[src/rtl/seg7_pkg.sv]
// Shared constants for the 7-segment scan decoder: segment patterns in
// logical polarity (1 = segment lit, bit order gfedcba) and frame FSM states.
package seg7_pkg;

  localparam logic [6:0] SEG_0     = 7'h3F;
  localparam logic [6:0] SEG_1     = 7'h06;
  localparam logic [6:0] SEG_2     = 7'h5B;
  localparam logic [6:0] SEG_3     = 7'h4F;
  localparam logic [6:0] SEG_4     = 7'h66;
  localparam logic [6:0] SEG_5     = 7'h6D;
  localparam logic [6:0] SEG_6     = 7'h7D;
  localparam logic [6:0] SEG_7     = 7'h07;
  localparam logic [6:0] SEG_8     = 7'h7F;
  localparam logic [6:0] SEG_9     = 7'h6F;
  localparam logic [6:0] SEG_BLANK = 7'h00;

  typedef enum logic {
    COLLECT = 1'b0,
    PUBLISH = 1'b1
  } frame_state_t;

endpackage

[src/rtl/seg7_pattern_decode.sv]
// Combinational decode of one logical-polarity segment pattern into a BCD
// digit. Blank and unknown patterns both return digit 0; the caller decides
// whether a blank is acceptable for the digit position being decoded.
module seg7_pattern_decode
  import seg7_pkg::*;
(
  input  logic [6:0] pattern,
  output logic [3:0] digit,
  output logic       blank,
  output logic       invalid
);

  // Pattern lookup; anything outside the ten digit glyphs and all-off is invalid
  always_comb begin
    digit   = 4'd0;
    blank   = 1'b0;
    invalid = 1'b0;
    case (pattern)
      SEG_0:     digit = 4'd0;
      SEG_1:     digit = 4'd1;
      SEG_2:     digit = 4'd2;
      SEG_3:     digit = 4'd3;
      SEG_4:     digit = 4'd4;
      SEG_5:     digit = 4'd5;
      SEG_6:     digit = 4'd6;
      SEG_7:     digit = 4'd7;
      SEG_8:     digit = 4'd8;
      SEG_9:     digit = 4'd9;
      SEG_BLANK: blank = 1'b1;
      default:   invalid = 1'b1;
    endcase
  end

endmodule

[src/rtl/seg7_scan_decoder.sv]
// Monitors a two-digit multiplexed 7-segment scan bus, accepts each digit once
// it has been stable long enough, and publishes complete ones+tens frames as
// BCD and binary values with error and stale status.
module seg7_scan_decoder
  import seg7_pkg::*;
#(
  parameter int STABLE_CYCLES  = 1000,
  parameter int TIMEOUT_CYCLES = 2_000_000
) (
  input  logic       clk,
  input  logic       rst,
  input  logic [6:0] seg,
  input  logic [3:0] an_out,
  output logic [7:0] value_bcd,
  output logic [6:0] value_bin,
  output logic       valid,
  output logic       changed,
  output logic       err,
  output logic       stale
);

  localparam int STAB_W  = $clog2(STABLE_CYCLES);
  localparam int STALE_W = $clog2(TIMEOUT_CYCLES + 1);
  localparam logic [STAB_W-1:0]  STAB_LAST = STAB_W'(STABLE_CYCLES - 1);
  localparam logic [STALE_W-1:0] STALE_MAX = STALE_W'(TIMEOUT_CYCLES);

  // Saturating increment for the stale timer
  function automatic logic [STALE_W-1:0] stale_sat_inc(input logic [STALE_W-1:0] x);
    return (x == STALE_MAX) ? x : x + 1'b1;
  endfunction

  // tens*10 + ones using shifts and adds only
  function automatic logic [6:0] bcd_to_bin(input logic [3:0] tens, input logic [3:0] ones);
    return ({3'b000, tens} << 3) + ({3'b000, tens} << 1) + {3'b000, ones};
  endfunction

  logic [6:0]   seg_q;
  logic [3:0]   an_q;
  logic [10:0]  sample_prev;
  logic [STAB_W-1:0]  stab_cnt;
  logic [STALE_W-1:0] stale_cnt;
  logic         armed;
  logic         same;
  logic         selecting;
  logic         capture;
  logic         cap_ones;
  logic         cap_tens;

  logic [3:0]   dec_digit;
  logic         dec_blank;
  logic         dec_invalid;

  frame_state_t state, state_n;
  logic [3:0]   ones_digit, ones_n;
  logic [3:0]   tens_digit, tens_n;
  logic         err_ones, err_ones_n;
  logic         err_tens, err_tens_n;
  logic         got_ones, got_ones_n;
  logic         got_tens, got_tens_n;
  logic         publish;

  seg7_pattern_decode u_decode (
    .pattern (~seg_q),
    .digit   (dec_digit),
    .blank   (dec_blank),
    .invalid (dec_invalid)
  );

  assign same      = ({an_q, seg_q} == sample_prev);
  assign selecting = (an_q[3:2] == 2'b11) && (an_q[1] ^ an_q[0]);
  assign capture   = selecting && same && armed && (stab_cnt == STAB_LAST);
  assign cap_ones  = capture && !an_q[0];
  assign cap_tens  = capture && !an_q[1];
  assign stale     = (stale_cnt == STALE_MAX);

  // Input register stage: everything downstream works on seg_q/an_q
  always_ff @(posedge clk) begin
    if (rst) begin
      seg_q <= 7'h7F;
      an_q  <= 4'hF;
    end else begin
      seg_q <= seg;
      an_q  <= an_out;
    end
  end

  // Stability counter with one-shot capture; armed re-opens only on a bus change
  always_ff @(posedge clk) begin
    if (rst) begin
      sample_prev <= {4'hF, 7'h7F};
      stab_cnt    <= '0;
      armed       <= 1'b1;
    end else begin
      sample_prev <= {an_q, seg_q};
      if (selecting && same)
        stab_cnt <= (stab_cnt == STAB_LAST) ? stab_cnt : stab_cnt + 1'b1;
      else
        stab_cnt <= '0;
      if (!same)
        armed <= 1'b1;
      else if (capture)
        armed <= 1'b0;
    end
  end

  // Stale timer: restarts on every capture, saturates at the timeout
  always_ff @(posedge clk) begin
    if (rst)
      stale_cnt <= '0;
    else if (capture)
      stale_cnt <= '0;
    else
      stale_cnt <= stale_sat_inc(stale_cnt);
  end

  // Frame next-state: PUBLISH clears the flags, but a capture in that same
  // cycle still lands so it starts the next frame
  always_comb begin
    state_n    = state;
    ones_n     = ones_digit;
    tens_n     = tens_digit;
    err_ones_n = err_ones;
    err_tens_n = err_tens;
    got_ones_n = got_ones;
    got_tens_n = got_tens;
    publish    = 1'b0;
    if (state == PUBLISH) begin
      got_ones_n = 1'b0;
      got_tens_n = 1'b0;
      state_n    = COLLECT;
    end
    if (cap_ones) begin
      ones_n     = dec_digit;
      err_ones_n = dec_invalid | dec_blank;
      got_ones_n = 1'b1;
    end
    if (cap_tens) begin
      tens_n     = dec_digit;
      err_tens_n = dec_invalid;
      got_tens_n = 1'b1;
    end
    if ((state == COLLECT) && got_ones_n && got_tens_n) begin
      state_n = PUBLISH;
      publish = 1'b1;
    end
  end

  // Frame state and collection flags
  always_ff @(posedge clk) begin
    if (rst) begin
      state    <= COLLECT;
      got_ones <= 1'b0;
      got_tens <= 1'b0;
      err_ones <= 1'b0;
      err_tens <= 1'b0;
    end else begin
      state    <= state_n;
      got_ones <= got_ones_n;
      got_tens <= got_tens_n;
      err_ones <= err_ones_n;
      err_tens <= err_tens_n;
    end
  end

  // Digit slots are pure data and only meaningful while their flag is set
  always_ff @(posedge clk) begin
    ones_digit <= ones_n;
    tens_digit <= tens_n;
  end

  // Published outputs load together so valid and the value appear in the same cycle
  always_ff @(posedge clk) begin
    if (rst) begin
      value_bcd <= 8'h00;
      value_bin <= 7'd0;
      valid     <= 1'b0;
      changed   <= 1'b0;
      err       <= 1'b0;
    end else begin
      valid   <= publish;
      changed <= publish && ({tens_n, ones_n} != value_bcd);
      if (publish) begin
        value_bcd <= {tens_n, ones_n};
        value_bin <= bcd_to_bin(tens_n, ones_n);
        err       <= err_ones_n | err_tens_n;
      end
    end
  end

endmodule
[config.mk]
export PLATFORM = sky130hd
export DESIGN_NAME = seg7_scan_decoder
export DESIGN_NICKNAME = d
export VERILOG_FILES = /design/src/rtl/seg7_pkg.sv /design/src/rtl/seg7_pattern_decode.sv /design/src/rtl/seg7_scan_decoder.sv
export SDC_FILE = /design/constraint.sdc
export NUM_CORES = 1
export LEC_CHECK = 0
export BUFFER_PORTS_ARGS = -buffer_cell sky130_fd_sc_hd__buf_4
export CORE_MARGIN = 4
export CORE_UTILIZATION = 43
export DETAILED_ROUTE_END_ITERATION = 12
export GPL_ROUTABILITY_DRIVEN = 0
export MAX_ROUTING_LAYER = met4
export PLACE_DENSITY = 0.64
export SLEW_MARGIN = 20
export SYNTH_ARGS = -nofsm -noshare
export SYNTH_HDL_FRONTEND = slang
export SYNTH_HIERARCHICAL = 1
export SYNTH_SLANG_ARGS = --single-unit
[constraint.sdc]
create_clock -name clk -period 7 [get_ports clk]
set_input_delay 1.4 -clock clk [delete_from_list [all_inputs] [get_ports clk]]
set_output_delay 1.4 -clock clk [all_outputs]
set_load 0.02 [all_outputs]
==> impl_metrics.sql, run 1 <==
INSERT INTO impl_metrics (metric_group, metric, value, unit) VALUES
('power_and_ir_drop', 'comb_power_share', '5.6', '%'),
('global_route', 'antenna_found_initial', '0', ''),
('cts', 'clock_tree.buffer_depth', '2', ''),
('synthesis', 'synth_cell_type_count', '45', ''),
('finish', 'area.growth.synth_to_final', '13.3', '%'),
('worst_setup_path', 'timing.critical_path.to_type', 'primary output', ''),
('hold_path', 'worst_hold_path_type', 'flip-flop to flip-flop', ''),
('placed_design', 'dp_cells', '553', ''),
('floorplanning', 'start_util', '44.4', '%'),
('drt', 'drt_pre_antenna_iters', '4', ''),
('worst_setup_path', 'timing.setup.critical_path_class', 'flip-flop to primary output', ''),
('placed_design', 'dpl_cell_area', '4190', 'sq um'),
('drt', 'detailroute.via_count', '2943', ''),
('power_and_ir_drop', 'vdd_drop_max', '0.0802', 'mV'),
('sta', 'max_freq', '0.260', 'GHz'),
('sta', 'timing.max_slew.rel_slack', '50.6', '%'),
('synthesis', 'synth_edf_count', '0', ''),
('drt', 'remaining_drc_errors', '0', ''),
('floorplanning', 'floorplan.io_pins', '32', ''),
('power_and_ir_drop', 'pwr-share-clk', '38.8', '%'),
('synthesis', 'dominant_combinational_cell_family_by_area_after_synthesis', 'simple AND/OR/NAND/NOR gates', ''),
('synthesis', 'synth-xor-area-share', '13.1', '%'),
('drt', 'number_of_antenna_violating_nets_in_the_routed_design', '0', ''),
('placed_design', 'place_hpwl', '5630', 'um'),
('global_route', 'grt-ovfl-total', '0', ''),
('power_and_ir_drop', 'power_frac_seq', '55.5', '%'),
('global_route', 'number_of_global_route_vias_before_repair', '2787', ''),
('sta', 'slew_viol_final', '0', ''),
('cts', 'clkTransAtPathRegs', '0.08', 'ns'),
('synthesis', 'cell_area_synth', '3870', 'sq um'),
('sta', 'finalCriticalPeriod', '3.84', 'ns'),
('sta', 'worst_pin_slew', '0.734', 'ns'),
('worst_setup_path', 'cp_data_required_time', '5.60', 'ns'),
('worst_setup_path', 'cp_data_arrival_time', '2.44', 'ns'),
('synthesis', 'synth.avg_cell_area', '9.11', 'sq um'),
('floorplanning', 'die_x', '103', 'um'),
('power_and_ir_drop', 'power_density', '200', 'nW/um^2'),
('cts', 'holdBufCountCts', '0', ''),
('finish', 'multi_input_area', '2070', 'sq um'),
('power_and_ir_drop', 'p_switching', '207', 'uW'),
('finish', 'drive_above_1_share', '15.4', '%'),
('placed_design', 'port_buffers', '31', ''),
('sta', 'finalSetupViolCount', '0', ''),
('finish', 'number_of_filler_cells_placed_in_the_layout', '815', ''),
('finish', 'num_antenna_cells', '0', ''),
('outcome', 'outcome', 'completed', ''),
('finish', 'finish.cell_count_without_fillers', '569', ''),
('synthesis', 'synth_cells', '425', ''),
('synthesis', 'synth_adder_area_share', '4.27', '%'),
('flow_run', 'max-cap-violations', '0', ''),
('cts', 'cts_sinks', '83', ''),
('worst_setup_path', 'crit_path_top_delay_cell', 'or4b_2', ''),
('worst_setup_path', 'max_stage_delay', '0.69', 'ns'),
('sta', 'rsz_0062_raised_after_global_routing', 'false', ''),
('cts', 'cts_tree', 'done', ''),
('synthesis', 'synth_top_flop_cell', 'dfxtp_1', ''),
('synthesis', 'synth_sequential_area_ratio', '42.9', '%'),
('power_and_ir_drop', 'netSwitchingFraction', '23.7', '%'),
('synthesis', 'ys_ff_latch', '83', ''),
('worst_setup_path', 'critPathMaxFanout', '6', ''),
('finish', 'nets', '481', ''),
('power_and_ir_drop', 'p_int', '668', 'uW'),
('finish', 'final_cell_area', '4380', 'sq um'),
('cts', 'cts_max_level', '3', ''),
('floorplanning', 'die_h', '103', 'um'),
('drt', 'dr.first_iter.drc_count', '100', ''),
('sta', 'finalCritPeriodShare', '54.9', '%'),
('drt', 'wl_per_cell', '13.7', 'um'),
('synthesis', 'synth-warning-count', '6', ''),
('global_route', 'wire_length_of_the_first_global_routing_pass', '13300', 'um'),
('worst_setup_path', 'setup.worst_path.start_class', 'flip-flop', '');
## kinds of logic after synthesis
| family | after synthesis |
|---|---|
| AO/OA/AOI/OAI | 37 |
| AND/OR/NAND/NOR | 190 |
| XOR/XNOR | 58 |
| adder cells (fa/ha/maj) | 12 |
| multiplexers | 12 |
| flip-flops | 83 |
| buffers and inverters | 33 |
## critical path, delay by kind of cell (launching register included)
kind          cells  cell delay, ns
flops             1            0.37
buf+inv           1            0.22
simple gates      3            1.51
## power by group through the flow
| stage | Combinational (uW) | Sequential (uW) | Clock, uW |
|---|---|---|---|
| global route | 55.7 | 487 | 375 |
| CTS | 49.7 | 486 | 350 |
| detailed placement | 49.3 | 497 | 0 |
| floorplan | 35.9 | 495 | 0 |
| finish | 49.3 | 486 | 340 |
| global placement | 48.7 | 497 | 0 |
## through the flow
stage                     worst slack [ns]  hold slack [ns]  utilization (%)
after global routing                  2.87            0.542             50.3
after global placement                3.25            0.463             48.0
final                                 3.16            0.499             50.3
after detailed placement              3.15            0.483             48.0
after floorplan                       3.55            0.450                -
after CTS                             3.13            0.495             50.3
## Yosys cell counts, types with 10 or more instances
master,number,area share [%]
dfxtp_1,83,43
nor2_1,55,5.3
xnor2_1,36,8.1
nand2_1,28,2.7
nand3_1,24,3.1
xor2_1,22,5.0
inv_1,20,1.9
or2_2,16,2.6
mux2i_1,12,3.1
a21oi_1,11,1.4
ha_1,10,3.2
nand4_1,10,1.6
nor3_1,10,1.3
## sequential cells by signal, summed over array words and instances (netlist names)
name	cells
seg_q	7
valid	1
value_bcd	8
err	1
got_ones	1
sample_prev	11
an_q	4
ones_digit	4
value_bin	6
changed	1
stab_cnt	10
err_tens	1
tens_digit	4
stale_cnt	21
armed	1
err_ones	1
got_tens	1
## final timing paths
check | start | to | slack [ns] | cells past startpoint
worst max register to register | stab_cnt[0] | value_bin[6] | 3.19 | 13
worst min-delay path | ones_digit[0] | ones_digit[0] | 0.50 | 2
worst min register to register | ones_digit[0] | ones_digit[0] | 0.50 | 2
worst max-delay path | stale_cnt[5] | stale | 3.16 | 4
## per-layer routing
layer | vias to the layer above | track usage, % | wire length, um
li1 | 1514 | - | -
met1 | 1376 | 21.8 | 3830
met2 | 48 | 25.2 | 3550
met3 | 5 | 5.01 | 348
met4 | 0 | 4.48 | 74
met5 | - | - | 0
## layout by cell type, fill, tap and decap left out, drive strengths merged, types with 5 or more instances in the layout
master / instances
dfxtp: 83
nor2: 55
xnor2: 36
buf: 33
nand2: 28
nand3: 24
xor2: 22
inv: 21
or2: 16
mux2i: 12
a21oi: 11
nor3: 11
clkbuf: 11
nand4: 10
ha: 10
and4: 7
and2: 6
a211oi: 6
and3: 5
## final cells by class
cell class                      instances  area share (%)
Clock buffer                           11            3.00
Clock inverter                          5            1.43
Inverter                               20            1.71
Multi-Input combinational cell        309            47.2
Sequential cell                        83            37.9
Tap cell                              108            3.08
Timing Repair Buffer                   33            5.65
Power figures use the tool's default switching activity.
==> run 2, diff against run 1 <==
- ABC_AREA: unset -> 1
- PLACE_DENSITY: 0.64 -> 0.66
- clock period: 7 -> 3.5 ns (I/O delays scaled with it)
==> run 2 against run 1 <==
Against the previous run:
- clock skew up 0.0023 ns
- via count up 16%
- synthesized area grew 3.8%
- power up 99%
- final area grew 5.1%
- count of clock-buffer cells in the layout fell by 2
- cell count rose by 26%
- sequential share of layout area is 1.7 points lower
- worst hold slack got worse by 0.049 ns
- clock power increased by 100%
- global-route usage is 1.1 points lower
- critical endpoint is now value_bin[6]
- highest routed layer unchanged
==> impl_metrics.sql, run 2 <==
INSERT INTO impl_metrics (metric_group, metric, value, unit) VALUES
('cts', 'worst_skew_pair.late_latency', '0.36', 'ns'),
('sta', 'rsz_0062_raised_after_global_routing', 'false', ''),
('synthesis', 'netlist.area_leader.share', '41.4', '%'),
('floorplanning', 'placeableCoreArea', '9150', 'sq um'),
('worst_setup_path', 'critical_path_depth', '18', ''),
('synthesis', 'cell_area_synth', '4020', 'sq um'),
('global_route', 'grt_busiest_layer', 'met2', ''),
('synthesis', 'share_of_synthesized_flip_flops_with_an_asynchronous_set_or_reset', '0', '%'),
('floorplanning', 'die_h', '105', 'um'),
('global_route', 'groute.layer.met3.usage', '4.45', '%'),
('worst_setup_path', 'critical_path.reg2reg.endpoint', 'value_bin[6]', ''),
('worst_setup_path', 'path_buf_inv', '2', ''),
('drt', 'number_of_antenna_violating_nets_in_the_routed_design', '0', ''),
('global_route', 'grt-ovfl-total', '0', ''),
('finish', 'drive_above_1_share', '16.2', '%'),
('synthesis', 'yosys-top-cells-count', 'nand2_1 (130), inv_1 (94), dfxtp_1 (83)', ''),
('cts', 'clock-root-buffer', 'clkbuf_8', ''),
('synthesis', 'synth_edf_count', '0', ''),
('worst_setup_path', 'timing.critical_path.to_type', 'flip-flop', ''),
('hold_path', 'worstHoldStart', 'value_bin[5]', ''),
('sta', 'timing.max_slew.rel_slack', '54.8', '%'),
('drt', 'wl_per_cell', '11.1', 'um'),
('worst_setup_path', 'critical_path.cell_chain', 'ha_4 -> nand2_1 -> nor2_1 -> nand3_2 -> nor3_4 -> buf_6 -> nand3_2 -> nand2_1 -> nand2_1 -> fa_1 -> inv_1 -> fa_2 -> nand2_1 -> nand2_1 -> a21oi_1 -> xor2_1 -> mux2i_1 -> nor2_1', ''),
('finish', 'final_cell_area', '4610', 'sq um'),
('cts', 'cts_buffers', '9', ''),
('finish', 'max_ffs_per_register', '21', ''),
('global_route', 'use_met2', '24.9', '%'),
('worst_setup_path', 'critPathMaxFanout', '8', ''),
('global_route', 'number_of_global_route_vias_before_repair', '3191', ''),
('worst_setup_path', 'setup.reg_to_reg.worst_slack', '0.34', 'ns'),
('global_route', 'grt_max_degree', '31', ''),
('synthesis', 'synth-warning-count', '6', ''),
('cts', 'clock_tree.buffer_depth', '2', ''),
('drt', 'dr.first_iter.drc_count', '111', ''),
('sta', 'worst_pin_slew', '0.676', 'ns'),
('synthesis', 'synth_cell_type_count', '39', ''),
('drt', 'detailroute.via_count', '3426', ''),
('drt', 'drt_pre_antenna_iters', '4', ''),
('worst_setup_path', 'cp_data_required_time', '3.80', 'ns'),
('drt', 'remaining_drc_errors', '0', ''),
('worst_setup_path', 'setup.worst_path.start_class', 'flip-flop', ''),
('outcome', 'outcome', 'completed', ''),
('flow_run', 'max-cap-violations', '0', ''),
('placed_design', 'place_hpwl', '5790', 'um'),
('synthesis', 'synth.top_cells.by_area', 'dfxtp_1 (41%), nand2_1 (12%), inv_1 (8.8%)', ''),
('worst_setup_path', 'regToRegStartpoint', 'stab_cnt[0]', ''),
('finish', 'most-common-layout-cells', 'nand2_1 (130), inv_1 (94), dfxtp_1 (81)', ''),
('worst_setup_path', 'worst_path_dominant_cell_family', 'adder cells', ''),
('global_route', 'wire_length_of_the_first_global_routing_pass', '13900', 'um'),
('cts', 'cts_tree', 'done', ''),
('power_and_ir_drop', 'power_density', '378', 'nW/um^2'),
('synthesis', 'ys_ff_latch', '83', ''),
('synthesis', 'synth_top_flop_cell', 'dfxtp_1', ''),
('floorplanning', 'die_x', '105', 'um'),
('floorplanning', 'start_util', '43.9', '%'),
('synthesis', 'post_synthesis_net_count', '587', ''),
('cts', 'holdBufCountCts', '0', ''),
('cts', 'cts_sinks', '83', ''),
('finish', 'layout_top_registers', 'stale_cnt: 21 flops, sample_prev: 11 flops, stab_cnt: 10 flops', ''),
('worst_setup_path', 'critical_path.most_common_cell', 'nand2_1', ''),
('cts', 'cts_max_level', '3', ''),
('hold_path', 'worst_hold_path_type', 'flip-flop to flip-flop', ''),
('sta', 'timing.setup.tns', '0', 'ns'),
('drt', 'drt_wl_total', '7930', 'um'),
('finish', 'area.growth.synth_to_final', '14.7', '%'),
('finish', 'num_antenna_cells', '0', ''),
('power_and_ir_drop', 'vdd_drop_max', '0.200', 'mV'),
('finish', 'number_of_filler_cells_placed_in_the_layout', '891', ''),
('floorplanning', 'row_count', '35', ''),
('worst_setup_path', 'rr_worst_depth', '18', ''),
('synthesis', 'yosys.cell_count.top_type', 'nand2_1', ''),
('placed_design', 'dpl_cell_area', '4360', 'sq um'),
('finish', 'commonest_non_fill_non_tap_cell_in_the_layout', 'nand2_1', ''),
('drt', 'via_per_inst', '4.78', ''),
('worst_setup_path', 'crit_path_top_delay_cell', 'fa_1', ''),
('worst_setup_path', 'cp_data_arrival_time', '3.46', 'ns'),
('synthesis', 'synth_cells', '562', ''),
('floorplanning', 'floorplan.io_pins', '32', ''),
('cts', 'clkTransAtPathRegs', '0.10', 'ns'),
('global_route', 'antenna_found_initial', '0', ''),
('finish', 'nets', '625', ''),
('sta', 'max_freq', '0.316', 'GHz'),
('worst_setup_path', 'timing.setup.critical_path_class', 'flip-flop to flip-flop', ''),
('global_route', 'gr-usage-all-layers', '15.6', '%'),
('sta', 'finalClockSkew', '0.0166', 'ns'),
('floorplanning', 'die_area', '11000', 'sq um'),
('synthesis', 'synth_sequential_area_ratio', '41.4', '%'),
('finish', 'largest-register', 'stale_cnt', ''),
('synthesis', 'synth_largest_area_cell', 'dfxtp_1', ''),
('sta', 'finalCriticalPeriod', '3.16', 'ns'),
('placed_design', 'dp_cells', '697', ''),
('placed_design', 'port_buffers', '31', ''),
('worst_setup_path', 'max_stage_delay', '0.53', 'ns'),
('global_route', 'grtUsageMet1', '19.7', '%'),
('sta', 'slew_viol_final', '0', ''),
('finish', 'finish.cell_count_without_fillers', '716', ''),
('sta', 'number_of_failing_hold_endpoints_at_the_final_stage', '0', ''),
('power_and_ir_drop', 'cellLeakagePower', '0.00208', 'uW'),
('hold_path', 'worstHoldEndpoint', 'value_bin[5]', ''),
('hold_path', 'whs_path_depth', '2', ''),
('sta', 'finalCritPeriodShare', '90.3', '%'),
('synthesis', 'synth.avg_cell_area', '7.15', 'sq um'),
('sta', 'finalSetupViolCount', '0', '');
-- run 2: how the worst max path moves through the flow --
stage	startpoint	to	slack [ns]
after global routing	stab_cnt[0]	value_bin[6]	0.01
after CTS	stab_cnt[0]	value_bin[6]	0.06
after detailed placement	stab_cnt[0]	value_bin[6]	0.08
final	stab_cnt[0]	value_bin[6]	0.34
after global placement	stab_cnt[0]	value_bin[6]	0.21
after floorplan	stab_cnt[0]	value_bin[6]	0.33
-- run 2: stage by stage --
step | util, % | total power [uW] | setup WS [ns] | hold slack (ns)
2_1_floorplan | - | 1050 | 0.334 | 0.438
3_3_place_gp | 47.6 | 1080 | 0.214 | 0.433
3_5_place_dp | 47.6 | 1080 | 0.0795 | 0.441
4_1_cts | 49.8 | 1770 | 0.0552 | 0.458
5_1_grt | 50.3 | 1820 | 0.0127 | 0.467
6_report | 50.3 | 1740 | 0.340 | 0.450
-- run 2: layer usage --
| layer | up-vias | share of wire (%) | wire, um |
|---|---|---|---|
| met3 | 9 | 3.2 | 253 |
| met2 | 43 | 46 | 3670 |
| met5 | - | 0 | 0 |
| met4 | 0 | 1.1 | 91 |
| met1 | 1544 | 49 | 3920 |
| li1 | 1830 | - | - |
-- run 2: timing repair --
item	in CTS	in global routing
buffers inserted	0	3
setup endpoints to repair	0	3
gates resized for setup	0	7
-- run 2: layout make-up --
| type | count | area (sq um) | share of cell area [%] |
|---|---|---|---|
| inverter | 101 | 379 | 8.23 |
| multi-input combinational | 367 | 1930 | 41.9 |
| clock buffer | 9 | 124 | 2.69 |
| tap | 111 | 139 | 3.01 |
| timing repair buffer | 38 | 289 | 6.27 |
| clock inverter | 7 | 78.8 | 1.71 |
| sequential | 83 | 1670 | 36.2 |
-- run 2: logic make-up (layout without fill, tap and decap cells) --
kind of cell	Yosys count	count (layout)	synth area share [%]
adders and majority gates	12	12	4.11
AOI/OAI and AO/OA	65	65	8.44
xor gates and xnor gates	15	15	3.27
buffers and inverters	112	155	11.0
and+or+nand+nor	274	274	31.6
DFF	83	83	41.4
muxes	1	1	0.249
-- run 2: power by group --
group	leakage [uW]	switching (uW)	internal [uW]
Sequential	0.000676	9.99	958
Combinational	0.00130	52.7	34.2
Clock	0.000102	403	284
-- run 2: worst min-delay path: stages, from the launching register on --
cell	delay (ns)
dfxtp_1	0.32
inv_1	0.04
a21oi_1	0.05
